--- src/rtl/rpn_wnn_to_network_bridge_arbiter_if.sv ---
// AXI-Stream link used between the WNN sources,
// the return-path arbiter and the network bridge.
interface rpn_wnn_to_network_bridge_arbiter_if #(
  parameter int DATA_W = 64,
  parameter int KEEP_W = DATA_W / 8,
  parameter int DEST_W = 8,
  parameter int USER_W = 64
);
  logic              tvalid;
  logic              tready;
  logic [DATA_W-1:0] tdata;
  logic [KEEP_W-1:0] tkeep;
  logic [DEST_W-1:0] tid;
  logic [DEST_W-1:0] tdest;
  logic [USER_W-1:0] tuser;
  logic              tlast;

  modport master (
    output tvalid, tdata, tkeep, tid,
    output tdest, tuser, tlast,
    input  tready
  );

  modport slave (
    input  tvalid, tdata, tkeep, tid,
    input  tdest, tuser, tlast,
    output tready
  );
endinterface

--- src/rtl/rpn_wnn_to_network_bridge_arbiter.sv ---
// Packet-atomic round-robin merge of the WNN repo and node
// streams into the network bridge, with a one-deep output slot.
module rpn_wnn_to_network_bridge_arbiter #(
  parameter int AXIS_DATA_WIDTH  = 64,
  parameter int AXIS_KEEP_WIDTH  = AXIS_DATA_WIDTH / 8,
  parameter int AXIS_TDEST_WIDTH = 8,
  parameter int AXIS_TUSER_WIDTH = 64,
  parameter int PKT_CNT_WIDTH    = 16
) (
  input  logic i_clk,
  input  logic i_ap_rst,
  rpn_wnn_to_network_bridge_arbiter_if.slave  from_rpn_wnn_repo,
  rpn_wnn_to_network_bridge_arbiter_if.slave  from_rpn_wnn_node,
  rpn_wnn_to_network_bridge_arbiter_if.master to_network_bridge,
  output logic [PKT_CNT_WIDTH-1:0] o_pkt_cnt_repo,
  output logic [PKT_CNT_WIDTH-1:0] o_pkt_cnt_node
);

  typedef enum logic [1:0] {
    IDLE,
    LOCK_REPO,
    LOCK_NODE
  } state_t;

  state_t state;
  logic   last_node;

  logic                        out_valid;
  logic [AXIS_DATA_WIDTH-1:0]  out_data;
  logic [AXIS_KEEP_WIDTH-1:0]  out_keep;
  logic [AXIS_TDEST_WIDTH-1:0] out_id;
  logic [AXIS_TDEST_WIDTH-1:0] out_dest;
  logic [AXIS_TUSER_WIDTH-1:0] out_user;
  logic                        out_last;

  logic slot_free;
  logic rdy_repo;
  logic rdy_node;
  logic acc_repo;
  logic acc_node;

  logic [AXIS_DATA_WIDTH-1:0]  sel_data;
  logic [AXIS_KEEP_WIDTH-1:0]  sel_keep;
  logic [AXIS_TDEST_WIDTH-1:0] sel_id;
  logic [AXIS_TDEST_WIDTH-1:0] sel_dest;
  logic [AXIS_TUSER_WIDTH-1:0] sel_user;
  logic                        sel_last;

  // In IDLE each ready looks only at the other source's
  // valid, so a tready never depends on its own tvalid.
  always_comb begin
    rdy_repo = 1'b0;
    rdy_node = 1'b0;
    unique case (1'b1)
      state == LOCK_REPO: rdy_repo = 1'b1;
      state == LOCK_NODE: rdy_node = 1'b1;
      state == IDLE: begin
        rdy_repo = !from_rpn_wnn_node.tvalid
                 || last_node;
        rdy_node = !from_rpn_wnn_repo.tvalid
                 || !last_node;
      end
    endcase
    slot_free = !out_valid || to_network_bridge.tready;
    rdy_repo  = rdy_repo && slot_free && !i_ap_rst;
    rdy_node  = rdy_node && slot_free && !i_ap_rst;
    acc_repo  = from_rpn_wnn_repo.tvalid && rdy_repo;
    acc_node  = from_rpn_wnn_node.tvalid && rdy_node;
  end

  always_comb begin
    sel_data = from_rpn_wnn_repo.tdata;
    sel_keep = from_rpn_wnn_repo.tkeep;
    sel_id   = from_rpn_wnn_repo.tid;
    sel_dest = from_rpn_wnn_repo.tdest;
    sel_user = from_rpn_wnn_repo.tuser;
    sel_last = from_rpn_wnn_repo.tlast;
    if (acc_node) begin
      sel_data = from_rpn_wnn_node.tdata;
      sel_keep = from_rpn_wnn_node.tkeep;
      sel_id   = from_rpn_wnn_node.tid;
      sel_dest = from_rpn_wnn_node.tdest;
      sel_user = from_rpn_wnn_node.tuser;
      sel_last = from_rpn_wnn_node.tlast;
    end
  end

  always_ff @(posedge i_clk or posedge i_ap_rst) begin
    if (i_ap_rst) begin
      state          <= IDLE;
      last_node      <= 1'b1;
      out_valid      <= 1'b0;
      out_data       <= '0;
      out_keep       <= '0;
      out_id         <= '0;
      out_dest       <= '0;
      out_user       <= '0;
      out_last       <= 1'b0;
      o_pkt_cnt_repo <= '0;
      o_pkt_cnt_node <= '0;
    end else begin
      if (acc_repo || acc_node) begin
        out_valid <= 1'b1;
        out_data  <= sel_data;
        out_keep  <= sel_keep;
        out_id    <= sel_id;
        out_dest  <= sel_dest;
        out_user  <= sel_user;
        out_last  <= sel_last;
      end else if (to_network_bridge.tready) begin
        out_valid <= 1'b0;
      end
      if (acc_repo) begin
        if (sel_last) begin
          state     <= IDLE;
          last_node <= 1'b0;
          if (!(&o_pkt_cnt_repo))
            o_pkt_cnt_repo <= o_pkt_cnt_repo
                            + PKT_CNT_WIDTH'(1);
        end else begin
          state <= LOCK_REPO;
        end
      end
      if (acc_node) begin
        if (sel_last) begin
          state     <= IDLE;
          last_node <= 1'b1;
          if (!(&o_pkt_cnt_node))
            o_pkt_cnt_node <= o_pkt_cnt_node
                            + PKT_CNT_WIDTH'(1);
        end else begin
          state <= LOCK_NODE;
        end
      end
    end
  end

  assign from_rpn_wnn_repo.tready = rdy_repo;
  assign from_rpn_wnn_node.tready = rdy_node;

  assign to_network_bridge.tvalid = out_valid;
  assign to_network_bridge.tdata  = out_data;
  assign to_network_bridge.tkeep  = out_keep;
  assign to_network_bridge.tid    = out_id;
  assign to_network_bridge.tdest  = out_dest;
  assign to_network_bridge.tuser  = out_user;
  assign to_network_bridge.tlast  = out_last;

endmodule

--- src/flat_wrapper.sv ---
// flat-port wrapper written by rule: the top's interface ports become plain ports
module rpn_wnn_to_network_bridge_arbiter_flat 
#(
  parameter int AXIS_DATA_WIDTH  = 64,
  parameter int AXIS_KEEP_WIDTH  = AXIS_DATA_WIDTH / 8,
  parameter int AXIS_TDEST_WIDTH = 8,
  parameter int AXIS_TUSER_WIDTH = 64,
  parameter int PKT_CNT_WIDTH    = 16
)
  (i_clk, i_ap_rst, o_pkt_cnt_repo, o_pkt_cnt_node, from_rpn_wnn_repo_tvalid, from_rpn_wnn_repo_tdata, from_rpn_wnn_repo_tkeep, from_rpn_wnn_repo_tid, from_rpn_wnn_repo_tdest, from_rpn_wnn_repo_tuser, from_rpn_wnn_repo_tlast, from_rpn_wnn_repo_tready, from_rpn_wnn_node_tvalid, from_rpn_wnn_node_tdata, from_rpn_wnn_node_tkeep, from_rpn_wnn_node_tid, from_rpn_wnn_node_tdest, from_rpn_wnn_node_tuser, from_rpn_wnn_node_tlast, from_rpn_wnn_node_tready, to_network_bridge_tvalid, to_network_bridge_tdata, to_network_bridge_tkeep, to_network_bridge_tid, to_network_bridge_tdest, to_network_bridge_tuser, to_network_bridge_tlast, to_network_bridge_tready);
  rpn_wnn_to_network_bridge_arbiter_if from_rpn_wnn_repo_i ();
  rpn_wnn_to_network_bridge_arbiter_if from_rpn_wnn_node_i ();
  rpn_wnn_to_network_bridge_arbiter_if to_network_bridge_i ();
  input  logic i_clk;
  input  logic i_ap_rst;
  output logic [PKT_CNT_WIDTH-1:0] o_pkt_cnt_repo;
  output logic [PKT_CNT_WIDTH-1:0] o_pkt_cnt_node;
  input wire logic [$bits(from_rpn_wnn_repo_i.tvalid)-1:0] from_rpn_wnn_repo_tvalid;
  input wire logic [$bits(from_rpn_wnn_repo_i.tdata)-1:0] from_rpn_wnn_repo_tdata;
  input wire logic [$bits(from_rpn_wnn_repo_i.tkeep)-1:0] from_rpn_wnn_repo_tkeep;
  input wire logic [$bits(from_rpn_wnn_repo_i.tid)-1:0] from_rpn_wnn_repo_tid;
  input wire logic [$bits(from_rpn_wnn_repo_i.tdest)-1:0] from_rpn_wnn_repo_tdest;
  input wire logic [$bits(from_rpn_wnn_repo_i.tuser)-1:0] from_rpn_wnn_repo_tuser;
  input wire logic [$bits(from_rpn_wnn_repo_i.tlast)-1:0] from_rpn_wnn_repo_tlast;
  output wire logic [$bits(from_rpn_wnn_repo_i.tready)-1:0] from_rpn_wnn_repo_tready;
  input wire logic [$bits(from_rpn_wnn_node_i.tvalid)-1:0] from_rpn_wnn_node_tvalid;
  input wire logic [$bits(from_rpn_wnn_node_i.tdata)-1:0] from_rpn_wnn_node_tdata;
  input wire logic [$bits(from_rpn_wnn_node_i.tkeep)-1:0] from_rpn_wnn_node_tkeep;
  input wire logic [$bits(from_rpn_wnn_node_i.tid)-1:0] from_rpn_wnn_node_tid;
  input wire logic [$bits(from_rpn_wnn_node_i.tdest)-1:0] from_rpn_wnn_node_tdest;
  input wire logic [$bits(from_rpn_wnn_node_i.tuser)-1:0] from_rpn_wnn_node_tuser;
  input wire logic [$bits(from_rpn_wnn_node_i.tlast)-1:0] from_rpn_wnn_node_tlast;
  output wire logic [$bits(from_rpn_wnn_node_i.tready)-1:0] from_rpn_wnn_node_tready;
  output wire logic [$bits(to_network_bridge_i.tvalid)-1:0] to_network_bridge_tvalid;
  output wire logic [$bits(to_network_bridge_i.tdata)-1:0] to_network_bridge_tdata;
  output wire logic [$bits(to_network_bridge_i.tkeep)-1:0] to_network_bridge_tkeep;
  output wire logic [$bits(to_network_bridge_i.tid)-1:0] to_network_bridge_tid;
  output wire logic [$bits(to_network_bridge_i.tdest)-1:0] to_network_bridge_tdest;
  output wire logic [$bits(to_network_bridge_i.tuser)-1:0] to_network_bridge_tuser;
  output wire logic [$bits(to_network_bridge_i.tlast)-1:0] to_network_bridge_tlast;
  input wire logic [$bits(to_network_bridge_i.tready)-1:0] to_network_bridge_tready;
  assign from_rpn_wnn_repo_i.tvalid = from_rpn_wnn_repo_tvalid;
  assign from_rpn_wnn_repo_i.tdata = from_rpn_wnn_repo_tdata;
  assign from_rpn_wnn_repo_i.tkeep = from_rpn_wnn_repo_tkeep;
  assign from_rpn_wnn_repo_i.tid = from_rpn_wnn_repo_tid;
  assign from_rpn_wnn_repo_i.tdest = from_rpn_wnn_repo_tdest;
  assign from_rpn_wnn_repo_i.tuser = from_rpn_wnn_repo_tuser;
  assign from_rpn_wnn_repo_i.tlast = from_rpn_wnn_repo_tlast;
  assign from_rpn_wnn_repo_tready = from_rpn_wnn_repo_i.tready;
  assign from_rpn_wnn_node_i.tvalid = from_rpn_wnn_node_tvalid;
  assign from_rpn_wnn_node_i.tdata = from_rpn_wnn_node_tdata;
  assign from_rpn_wnn_node_i.tkeep = from_rpn_wnn_node_tkeep;
  assign from_rpn_wnn_node_i.tid = from_rpn_wnn_node_tid;
  assign from_rpn_wnn_node_i.tdest = from_rpn_wnn_node_tdest;
  assign from_rpn_wnn_node_i.tuser = from_rpn_wnn_node_tuser;
  assign from_rpn_wnn_node_i.tlast = from_rpn_wnn_node_tlast;
  assign from_rpn_wnn_node_tready = from_rpn_wnn_node_i.tready;
  assign to_network_bridge_tvalid = to_network_bridge_i.tvalid;
  assign to_network_bridge_tdata = to_network_bridge_i.tdata;
  assign to_network_bridge_tkeep = to_network_bridge_i.tkeep;
  assign to_network_bridge_tid = to_network_bridge_i.tid;
  assign to_network_bridge_tdest = to_network_bridge_i.tdest;
  assign to_network_bridge_tuser = to_network_bridge_i.tuser;
  assign to_network_bridge_tlast = to_network_bridge_i.tlast;
  assign to_network_bridge_i.tready = to_network_bridge_tready;
  rpn_wnn_to_network_bridge_arbiter #(.AXIS_DATA_WIDTH(AXIS_DATA_WIDTH), .AXIS_KEEP_WIDTH(AXIS_KEEP_WIDTH), .AXIS_TDEST_WIDTH(AXIS_TDEST_WIDTH), .AXIS_TUSER_WIDTH(AXIS_TUSER_WIDTH), .PKT_CNT_WIDTH(PKT_CNT_WIDTH)) u_core (.i_clk(i_clk), .i_ap_rst(i_ap_rst), .from_rpn_wnn_repo(from_rpn_wnn_repo_i), .from_rpn_wnn_node(from_rpn_wnn_node_i), .to_network_bridge(to_network_bridge_i), .o_pkt_cnt_repo(o_pkt_cnt_repo), .o_pkt_cnt_node(o_pkt_cnt_node));
endmodule
--- config.mk ---
export PLATFORM = sky130hd
export DESIGN_NAME = rpn_wnn_to_network_bridge_arbiter_flat
export DESIGN_NICKNAME = d
export VERILOG_FILES = /design/src/rtl/rpn_wnn_to_network_bridge_arbiter_if.sv /design/src/rtl/rpn_wnn_to_network_bridge_arbiter.sv /design/src/flat_wrapper.sv
export SDC_FILE = /design/constraint.sdc
export NUM_CORES = 1
export LEC_CHECK = 0
export BUFFER_PORTS_ARGS = -buffer_cell sky130_fd_sc_hd__buf_2
export CAP_MARGIN = 20
export CORE_AREA = 2 2 196 198
export DETAILED_ROUTE_END_ITERATION = 10
export DIE_AREA = 0 0 198 200
export PLACE_DENSITY = 0.57
export SYNTH_ARGS = -nofsm -noshare
export SYNTH_HDL_FRONTEND = slang
export SYNTH_SLANG_ARGS = --single-unit
--- constraint.sdc ---
create_clock -name i_clk -period 9.5 [get_ports i_clk]
set_clock_uncertainty 0.2 [all_clocks]
set_input_delay 0.95 -clock i_clk [delete_from_list [all_inputs] [get_ports i_clk]]
set_output_delay 0.95 -clock i_clk [all_outputs]
set_load 0.01 [all_outputs]
### Word-level counts from Yosys, hierarchy flattened

Index checks and enable logic that the tools add are counted.

| storage, ports and cells | value |
|---|---|
| register bits | 189 |
| latch bits | 0 |
| bits in writable memories | 0 |
| bits in read-only memories | 0 |
| input port bits | 311 |
| output and inout port bits | 188 |
| word-level logic and storage cells | 57 |
| memories | 0 |

| cells by class | value |
|---|---|
| $add $sub $neg | 2 |
| multipliers | 0 |
| divide/modulo/power cells | 0 |
| order comparisons | 0 |
| equal/unequal tests | 2 |
| shifts and indexed selects | 0 |
| mux-type cells | 18 |
| bitwise logic cells | 2 |
| reductions and logical operators | 22 |

Operators with widths:

| kind | number |
|---|---|
| 2-to-1 mux 64 bit | 2 |
| adder 16 x 1 -> 16 bit, second input constant | 2 |
| AND reduction 16 bit | 2 |
| 2-to-1 mux 8 bit | 3 |
| 2-to-1 mux 1 bit | 8 |
| logical AND 1 bit | 6 |
| 2-to-1 mux 2 bit | 3 |
| AND reduction 3 bit | 2 |
| logical NOT 1 bit | 5 |
| logical OR 1 bit | 4 |
| one-hot mux 1 bit (2 select lines) | 2 |
| nonzero test 2 bit | 2 |
| == test 2 x 1 -> 1 bit, second input constant | 1 |
| == test 2 bit, second input constant | 1 |
| logical NOT 2 bit | 1 |
| inverter 1 bit | 2 |

### Longest topological paths before layout

Gate-level depths: netlist of the first run.

| depth | value |
|---|---|
| depth after elaboration | 11 |
| depth in mapped cells | 8 |
| depth with buffers taken out | 6 |

### Worst setup path before layout of the first run

Ideal clock, no wire load.

| timing path | value |
|---|---|
| path type | input port to flip-flop |
| start | input port i_ap_rst |
| end | register u_core.out_data[10] (netlist: u_core.to_network_bridge.tdata[10]) |
| setup time | 0.133 ns |
| arrival time | 6.770 ns |
| data required time | 9.167 ns |
| setup slack | 2.397 ns |
| stages on the path | 7 |
| path buffers | 2 |
| cell sequence | inv_1 > nand4b_1 > nor2_1 > buf_2 > buf_2 > mux2i_1 > o21ai_0 |

| between the ends | value |
|---|---|
| cells in the longest elaborated chain, start to end | 4 |
| elaborated cells on any way between the ends | 7 |
| those cells by class | mux (1); reduce/logical (6) |

RTL lines:

| what | line | source |
|---|---|---|
| start, declared | flat_wrapper.sv:15 | `input logic i_ap_rst;` |
| logical NOT 1 bit * | rpn_wnn_to_network_bridge_arbiter.sv:65, rpn_wnn_to_network_bridge_arbiter.sv:66 |  |
| logical AND 1 bit (on tied branches) | rpn_wnn_to_network_bridge_arbiter.sv:66, rpn_wnn_to_network_bridge_arbiter.sv:65 |  |
| logical AND 1 bit (on tied branches) | rpn_wnn_to_network_bridge_arbiter.sv:68, rpn_wnn_to_network_bridge_arbiter.sv:67 |  |
| 2-to-1 mux 64 bit / logical OR 1 bit (equally long branches) | rpn_wnn_to_network_bridge_arbiter.sv:78, rpn_wnn_to_network_bridge_arbiter.sv:102 |  |
| end signal, assigned | rpn_wnn_to_network_bridge_arbiter.sv:104 | `out_data <= sel_data;` |
| end, declared | rpn_wnn_to_network_bridge_arbiter.sv:29 | `logic [AXIS_DATA_WIDTH-1:0] out_data;` |

Every way passes the cells marked *; elsewhere a longest branch is shown, timed or not.
A chain may end at the register's enable or synchronous reset.

### Final worst setup path of the first run

| timing path | value |
|---|---|
| start | input port i_ap_rst |
| end | register u_core.out_data[55] (netlist: u_core.to_network_bridge.tdata[55]) |

Same word-level chain as after synthesis.

==> impl_metrics.json, run 1 <==
{
  "rows": 71,
  "vias_per_cell": 4.25,
  "r2r-start": "u_core.to_network_bridge.tvalid",
  "drc_errors": 0,
  "drv_slew": 0,
  "wirelength_um": 27100,
  "crit_path_cell_trace": "buf_2, inv_8, nand4b_1, nor2_4, buf_4, buf_4, mux2i_1, o21ai_0",
  "htree_levels": 4,
  "syn-cell-area_um2": 8700,
  "startpoint": "i_ap_rst",
  "fmax_ghz": 0.246,
  "synth_most_common_cell": "dfrtp_1",
  "cts_buffer_depth": 2,
  "ys_types": 38,
  "r2r-end": "u_core.to_network_bridge.tdata[55]",
  "post-synth-top-area-cell": "dfrtp_1",
  "crit_arrival_ps": 4140,
  "grt_usage_pct": 13.1,
  "synthToLayoutAreaGrowth_pct": 41.5,
  "postCtsSetupBuffers": 0,
  "hp-class": "flop to flop",
  "cap_violations": 0,
  "async_reset_ff_share_pct": 100,
  "total_power_mw": 3.30,
  "vias": 7787,
  "ant_nets": 0,
  "reg2reg_setup_slack_ps": 6040,
  "fin_ws_ps": 5430,
  "ios": 499,
  "synth-seq-cells": 189,
  "port_buffers": 498,
  "ys.warnings.count": 0,
  "cts_hold_buf": 0,
  "leakage_nw": 5.70,
  "crit_top_cell": "buf_4",
  "timing.final.crit_share_pct": 42.9,
  "end_kind": "flop",
  "antenna_found_initial": 2,
  "path_class": "input port to flop",
  "seq_area_frac_synth_pct": 54.4,
  "crit_required_ps": 9570,
  "cp-endpoint": "u_core.to_network_bridge.tdata[55]",
  "core_um2": 37400,
  "fp.dieW_um": 198,
  "cts-root-buf": "clkbuf_16",
  "rsz0062_at_grt": "no",
  "synth_edf_count": 0,
  "ff2ff_path_depth": 7,
  "max_stage_delay_ps": 810,
  "grt_pass1_vias": 7809,
  "finalCriticalPeriod_ps": 4070,
  "syn_area_per_cell_um2": 10.5,
  "finalSetupViolations": 0,
  "dp_slack_ps": 4940,
  "cts_made_buffers": 17,
  "cts_tree": "built",
  "grt_pass1_wl_um": 41000,
  "postSynthCellCount": 832,
  "pwr_density_cell_nw_per_um2": 268,
  "routedWlPerCell_um": 14.8,
  "grt-ovfl-total": 0,
  "holdWs_ps": 298,
  "post-dp-hpwl_um": 20500,
  "worstPathMaxFanout": 73,
  "yosys-top-cells-count": "188 x dfrtp_1, 168 x nand2_1, 153 x o21ai_0",
  "clk_pin_slew_ps": 70,
  "floorplan.initialDensity_pct": 23.3,
  "cp_slowest_cell": "buf_4",
  "nets": 1620,
  "startpoint_type": "input port",
  "yosys-top-cells-area": "dfrtp_1 54%, mux2i_1 17%, o21ai_0 8.8%, nand2_1 7.3%, xnor2_1 1.7%",
  "outcome": "complete, no violations",
  "first_pass_iters": 5,
  "grt_start_max_net_pins": 110,
  "gp_congestion": 0.787,
  "relSlewSlack_pct": 30.8,
  "worst_ir_drop_vdd_v": 0.000120,
  "drive_above_1_share_pct": 41.7,
  "dieHeight_um": 200,
  "worst_slew_pin_slew_ps": 1040,
  "synth_flop_cell": "dfrtp_1",
  "finalHoldViolCount": 0,
  "clkLatencyLatePin_ps": 440,
  "synth_fp_nets": 1145,
  "drtIter0Drc": 232,
  "dieArea_um2": 39600,
  "finalSetupTns_ps": 0,
  "yosysTopAreaCellShare_pct": 54.1,
  "cts_sinks": 189,
  "cts-resized-gates": 0
}
## state kept, by name, summed over array words and instances (netlist names), named ones only
name                             flops
u_core.o_pkt_cnt_node               16
u_core.o_pkt_cnt_repo               16
u_core.state                         2
u_core.to_network_bridge.tdata      64
u_core.to_network_bridge.tdest       8
u_core.to_network_bridge.tid         8
u_core.to_network_bridge.tkeep       8
u_core.to_network_bridge.tlast       1
u_core.to_network_bridge.tuser      64
u_core.to_network_bridge.tvalid      1
## placed cells by master (no fill, tap or decap), types with 4 or more instances in the layout
cell       instances
xor2_1            11
o21ai_0          153
nand4_1           13
inv_6              4
nand3_1            9
clkinv_2           4
nand2_1          168
xnor2_1           17
buf_2            498
mux2i_1          152
buf_4              9
inv_1              4
dfrtp_1          188
nor2_1            15
clkbuf_16         17
or3_1              5
and3_1             4
nor3_1             5
## power by group
part,switching [mW],internal [mW]
Sequential,0.207,1.15
Combinational,0.659,0.525
Clock,0.338,0.420
## per-layer routing
layer / GRT usage, % / vias to the layer above / part of all wire (%)
met5: 0 / - / 0
met4: 3.87 / 0 / 1.4
met3: 4.59 / 15 / 8.3
met2: 22.9 / 320 / 50
met1: 15.3 / 3615 / 41
li1: - / 3837 / -
## layout make-up
class | count | area [um^2]
flip-flops and latches | 189 | 4730
well taps | 511 | 639
clock inverters | 15 | 183
multi-input cells | 587 | 3740
inverters | 5 | 26.3
clock buffers | 17 | 425
fillers | 3907 | 25100
repair buffers | 507 | 2560
diodes | 1 | 2.50
## cells by family after synthesis
logic type | Yosys count | share of synthesized area (%)
muxes | 154 | 17.8
buffers and inverters | 56 | 2.73
AOI/OAI and AO/OA | 162 | 9.75
adders and majority gates | 2 | 0.288
and+or+nand+nor | 241 | 12.3
xor gates and xnor gates | 28 | 2.82
DFF | 189 | 54.4
## metrics by stage
| stage | std cells | util [%] | area [um^2] |
|---|---|---|---|
| after floorplan | 832 | - | 8700 |
| after global placement | 1799 | 31.3 | 11700 |
| after detailed placement | 1799 | 31.3 | 11700 |
| after CTS | 1831 | 32.9 | 12300 |
| after global routing | 1831 | 32.9 | 12300 |
| final | 1832 | 32.9 | 12300 |
## how the worst min path moves through the flow
stage,start,end,slack [ps],depth (start not counted)
after floorplan,flop,flop,270,2
after global placement,u_core.o_pkt_cnt_repo[12],u_core.o_pkt_cnt_repo[12],280,1
after detailed placement,u_core.o_pkt_cnt_repo[12],u_core.o_pkt_cnt_repo[12],290,1
after CTS,u_core.o_pkt_cnt_repo[12],u_core.o_pkt_cnt_repo[12],300,1
after global routing,u_core.o_pkt_cnt_repo[12],u_core.o_pkt_cnt_repo[12],320,1
final,u_core.o_pkt_cnt_repo[6],u_core.o_pkt_cnt_repo[6],300,1
## critical path: cells and delay by family
family	cells	cell delay (ps)
AO/OA/AOI/OAI	1	100
buffers and inverters	4	1860
multiplexers	1	260
AND/OR/NAND/NOR	2	820
Note: power is estimated with default switching activity, not from simulation.
==> run 2: changes to the inputs <==
Settings changed: ABC_AREA from default to 1, CORE_AREA 2 2 196 198 to 2 2 195 197, DIE_AREA 0 0 198 200 to 0 0 197 199, PLACE_DENSITY 0.57 to 0.58.
Clock period 9.5 ns to 3.85 ns, I/O delays scaled along.
==> run 2 against run 1 <==
Effect of this change: first-iteration DRC count increased to 2.7 times the previous value; die area decreased by 1.0%; sequential power increased by 140%; clock-buffer cell count increased by 6; synthesized area increased by 5.2%; worst setup slack got worse by 5100 ps; largest cell class unchanged.
==> impl_metrics.json, run 2 <==
{
  "synth_most_common_cell": "nand2_1",
  "ant_nets": 0,
  "clk_pin_slew_ps": 70,
  "layout.cells.most_common": "buf_2",
  "hold_path_end": "u_core.to_network_bridge.tdata[41]",
  "fin_ws_ps": 344,
  "end_kind": "flop",
  "hp-class": "input port to flop",
  "cp_slowest_cell": "inv_4",
  "synth-seq-cells": 189,
  "ys_types": 28,
  "cts_made_buffers": 17,
  "crit_top_cell": "nand2_4",
  "yosys.area_share.simple_pct": 23.2,
  "fmax_ghz": 0.285,
  "cts_sinks": 189,
  "worstPathMaxFanout": 94,
  "worstHoldStart": "from_rpn_wnn_repo_tdata[41]",
  "path_class": "input port to flop",
  "antenna_found_initial": 3,
  "ios": 499,
  "vias": 10572,
  "finalSetupTns_ps": 0,
  "routedWlPerCell_um": 15.9,
  "wl_met2_um": 17700,
  "yosysTopAreaCellShare_pct": 51.4,
  "hold_depth": 3,
  "reg2reg_setup_slack_ps": 410,
  "drive_above_1_share_pct": 30.6,
  "htree_levels": 4,
  "synth-compound-area-share_pct": 17.0,
  "rows": 71,
  "placed_cell_area_um2": 11900,
  "stdcell_count": 2294,
  "startpoint_type": "input port",
  "crit_required_ps": 4050,
  "relSlewSlack_pct": 27.3,
  "cap_violations": 0,
  "top_layer_used": "met5",
  "yosys-top-cells-area": "dfrtp_1 51%, nand2_1 12%, o21ai_0 10%, nor2_1 7.7%, o21ai_1 6.7%",
  "timing.final.crit_share_pct": 91.1,
  "worst_slew_pin_slew_ps": 1090,
  "cts_tree": "built",
  "max_stage_delay_ps": 740,
  "port_buffers": 498,
  "nets": 2118,
  "worst_ir_drop_vdd_v": 0.000403,
  "rsz0062_at_grt": "no",
  "finalSetupViolations": 0,
  "postSynthCellCount": 1145,
  "grt_pass1_wl_um": 55200,
  "final_cell_mix": "498 x buf_2, 292 x nand2_1, 204 x dlygate4sd3_1",
  "finalHoldViolCount": 0,
  "ff2ff_path_depth": 10,
  "synth_top_family_by_area": "simple AND/OR/NAND/NOR gates",
  "drv_slew": 0,
  "syn_area_per_cell_um2": 7.99,
  "ys.warnings.count": 0,
  "stdcell_area_um2": 14600,
  "async_reset_ff_share_pct": 100,
  "yosys-top-cells-count": "292 x nand2_1, 188 x dfrtp_1, 187 x nor2_1",
  "dieArea_um2": 39200,
  "wl_met1_um": 14600,
  "outcome": "complete, no violations",
  "grt_usage_pct": 18.0,
  "drtIter0Drc": 627,
  "leakage_nw": 7.29,
  "seq_area_frac_synth_pct": 51.7,
  "vias_per_cell": 4.61,
  "cts_buffer_depth": 2,
  "fp.dieW_um": 197,
  "synthMuxAreaShare_pct": 0,
  "clkLatencyLatePin_ps": 460,
  "drc_errors": 0,
  "floorplan.initialDensity_pct": 24.6,
  "synth_edf_count": 0,
  "core_um2": 37100,
  "dp_slack_ps": 891,
  "place_inst": 2056,
  "first_pass_iters": 5,
  "post-synth-top-area-cell": "dfrtp_1",
  "wirelength_um": 36400,
  "finalCriticalPeriod_ps": 3510,
  "grt_start_max_net_pins": 155,
  "grt_pass1_vias": 10606,
  "cts-root-buf": "clkbuf_16",
  "synth_flop_cell": "dfrtp_1",
  "fillers": 3776,
  "synth_fp_nets": 1458,
  "r2r-end": "u_core.to_network_bridge.tuser[39]",
  "gp_congestion": 0.846,
  "syn-cell-area_um2": 9150,
  "pwr_density_cell_nw_per_um2": 623,
  "grt-ovfl-total": 0,
  "cts-resized-gates": 0,
  "synthAdderAreaFrac_pct": 0.274,
  "post-dp-hpwl_um": 24200,
  "crit_arrival_ps": 3700,
  "crit_path_cell_trace": "dlygate4sd3_1, buf_2, inv_2, nand2_4, nand2_1, nor2_4, nand2_4, nand2_4, inv_4, buf_4, nand2_1, o21ai_1, dlygate4sd3_1",
  "dr_wl_met3_um": 2500,
  "dieHeight_um": 199,
  "synthToLayoutAreaGrowth_pct": 59.1,
  "synthXorXnorAreaFrac_pct": 1.91
}
-- run 2: worst max-delay path, delay by kind of cell --
family,cells,cell delay (ps)
and+or+nand+nor,6,480
buffers and inverters,6,2680
AOI/OAI and AO/OA,1,100
-- run 2: kinds of logic after synthesis --
kind of cell	after synthesis
and+or+nand+nor	531
AOI/OAI and AO/OA	311
DFF	189
buffers and inverters	92
xor gates and xnor gates	20
adders and majority gates	2
-- run 2: layer usage --
metal  vias to the layer above  GRT usage (%)
li1                       5072              -
met2                       424           30.4
met4                         2           9.83
met1                      4983           20.6
met5                         -              0
met3                        91           5.22
-- run 2: stage by stage --
step	total power, mW	utilization (%)	hold WS [ps]
global placement	6.53	32.1	264
global route	9.68	39.2	12.4
finish	9.07	39.2	25.8
floorplan	5.06	-	263
detailed placement	6.62	32.1	268
CTS	9.10	39.2	0.535
-- run 2: layout make-up --
class / instances / area [um^2] / share of cell area [%]
flip-flops and latches: 189 / 4730 / 32.5
repair buffers: 711 / 4660 / 32.0
multi-input cells: 864 / 3880 / 26.7
well taps: 474 / 593 / 4.07
clock buffers: 23 / 478 / 3.28
clock inverters: 9 / 111 / 0.765
inverters: 22 / 91.3 / 0.628
diodes: 2 / 5.00 / 0.0344
-- run 2: worst max path at each step --
stage,startpoint,endpoint,slack [ps]
floorplan,i_ap_rst,u_core.o_pkt_cnt_node[0],830
global placement,flop,u_core.to_network_bridge.tkeep[1],970
detailed placement,flop,u_core.to_network_bridge.tuser[20],890
CTS,to_network_bridge_tready,u_core.to_network_bridge.tdata[60],340
global route,to_network_bridge_tready,u_core.to_network_bridge.tuser[45],90
finish,to_network_bridge_tready,u_core.to_network_bridge.tuser[39],340
-- run 2: power breakdown --
group	switching (mW)	internal [mW]	total, mW
Sequential	0.458	2.81	3.26
Combinational	2.20	1.78	3.98
Clock	0.815	1.01	1.83
-- run 2: repair_timing --
action                    4_1_cts  5_1_grt
hold endpoints to repair      166        0
hold buffers                  204        0
buffers inserted                0        0
==> run 3: changes to the inputs <==
Settings changed: ABC_AREA 1 to default, CORE_AREA 2 2 195 197 to 2 2 192 194, DIE_AREA 0 0 197 199 to 0 0 194 196.
==> run 3 against run 2 <==
Effect of this change: clock power is 3% lower; fmax is 9.5% higher; flip-flop and latch count stayed put.
==> impl_metrics.json, run 3 (synthesis gave the netlist of run 1 again) <==
{
  "routedWlPerCell_um": 16.4,
  "crit_required_ps": 3980,
  "htree_levels": 4,
  "hp-class": "input port to async pin",
  "final_cell_mix": "498 x buf_2, 188 x dfrtp_1, 172 x dlygate4sd3_1",
  "layout.cells.most_common": "buf_2",
  "worstPathMaxFanout": 189,
  "top_usage_layer": "met2",
  "place_inst": 1758,
  "rows": 70,
  "crit_arrival_ps": 3330,
  "timing.final.crit_share_pct": 83.1,
  "cts_hold_buf": 172,
  "grt_usage_pct": 16.5,
  "pwr_density_cell_nw_per_um2": 610,
  "finalSetupViolations": 0,
  "drv_slew": 0,
  "end_kind": "flop",
  "post-dp-hpwl_um": 22400,
  "worst_ir_drop_vdd_v": 0.000309,
  "fmax_ghz": 0.312,
  "core_um2": 36100,
  "fp.dieW_um": 194,
  "cp_slowest_cell": "dlygate4sd3_1",
  "cts-resized-gates": 0,
  "finalSetupTns_ps": 0,
  "synthToLayoutAreaGrowth_pct": 61.0,
  "p_sw_mw": 3.13,
  "internal_power_mw": 5.41,
  "cts_made_buffers": 17,
  "vias": 8601,
  "leakage_nw": 6.42,
  "vias_per_cell": 4.38,
  "nets": 1794,
  "ant_nets": 0,
  "stdcell_count": 1963,
  "p_clk_share_pct": 20.9,
  "r2r-start": "u_core.to_network_bridge.tvalid",
  "crit_path_cell_trace": "nor2b_1, or3_1, nor3b_2, buf_12, o21ai_0, dlygate4sd3_1",
  "relSlewSlack_pct": 37.0,
  "drtIter0Drc": 322,
  "dieHeight_um": 196,
  "dieArea_um2": 38000,
  "outcome": "complete, no violations",
  "cts-root-buf": "clkbuf_16",
  "startpoint_type": "flop",
  "drc_errors": 0,
  "finalHoldViolCount": 0,
  "total_power_mw": 8.54,
  "grt_pass1_wl_um": 49400,
  "first_pass_iters": 5,
  "grt_start_max_net_pins": 190,
  "floorplan.initialDensity_pct": 24.1,
  "antenna_found_initial": 2,
  "postCtsSetupBuffers": 0,
  "met2_usage_pct": 27.8,
  "met1_usage_pct": 19.5,
  "grt-ovfl-total": 0,
  "gr-usage-met3_pct": 4.90,
  "ios": 499,
  "switching_share_pct": 36.7,
  "drive_above_1_share_pct": 36.5,
  "grt_pass1_vias": 9006,
  "clkLatencyLatePin_ps": 440,
  "comb_power_share_pct": 39.7,
  "startpoint": "u_core.to_network_bridge.tvalid",
  "cts_tree": "built",
  "cts_sinks": 189,
  "clk_pin_slew_ps": 70,
  "gp_congestion": 0.815,
  "wirelength_um": 32100,
  "rsz0062_at_grt": "no",
  "seqPwrFrac_pct": 39.4,
  "finalCriticalPeriod_ps": 3200,
  "port_buffers": 498,
  "cts_buffer_depth": 2,
  "max_stage_delay_ps": 590,
  "path_class": "flop to flop",
  "worst_slew_pin_slew_ps": 944,
  "cap_violations": 0
}
-- run 3: layout make-up --
class,count,area [um^2]
Antenna cell,1,2.50
Clock buffer,27,493
Clock inverter,5,83.8
Fill cell,3535,22100
Inverter,5,22.5
Multi-Input combinational cell,587,3740
Sequential cell,189,4730
Tap cell,468,586
Timing Repair Buffer,681,4350
-- run 3: critical path: cells and delay by family (launching register included) --
| family | cells | cell delay, ps |
|---|---|---|
| AOI/OAI and AO/OA | 1 | 180 |
| buffers and inverters | 2 | 1000 |
| DFF | 1 | 390 |
| and+or+nand+nor | 3 | 1020 |
-- run 3: final timing paths --
check / depth (start not counted) / to / slack (ps)
max: 6 / u_core.to_network_bridge.tdest[7] / 650
min: 3 / u_core.to_network_bridge.tlast / 20
max reg2reg: 6 / u_core.to_network_bridge.tdest[7] / 650
min reg2reg: 1 / u_core.o_pkt_cnt_repo[12] / 290
max in group asynchronous: 4 / u_core.to_network_bridge.tkeep[5] / 2000
min in group i_clk: 3 / u_core.to_network_bridge.tdata[19] / 30
-- run 3: per-layer routing --
layer,share of wire [%],up-vias
li1,-,4181
met1,41,4026
met4,3.6,2
met5,0.040,-
met2,48,339
met3,6.9,53
-- run 3: power groups by stage --
stage / combinational, mW / clock [mW] / sequential [mW]
floorplan: 1.23 / 0 / 3.71
CTS: 3.41 / 1.85 / 3.35
global route: 3.72 / 1.93 / 3.47
global placement: 3.06 / 0 / 3.35
detailed placement: 3.13 / 0 / 3.36
finish: 3.40 / 1.78 / 3.36
-- run 3: per-stage QoR --
| step | hold slack (ps) | worst slack [ps] | area [um^2] | utilization, % |
|---|---|---|---|---|
| 2_1_floorplan | 272 | -1060 | 8760 | - |
| 4_1_cts | 0.405 | 731 | 14000 | 38.8 |
| 5_1_grt | 8.13 | 475 | 14000 | 38.8 |
| 3_3_place_gp | 286 | 1220 | 11700 | 32.4 |
| 6_report | 15.6 | 649 | 14000 | 38.8 |
| 3_5_place_dp | 286 | 1140 | 11700 | 32.4 |
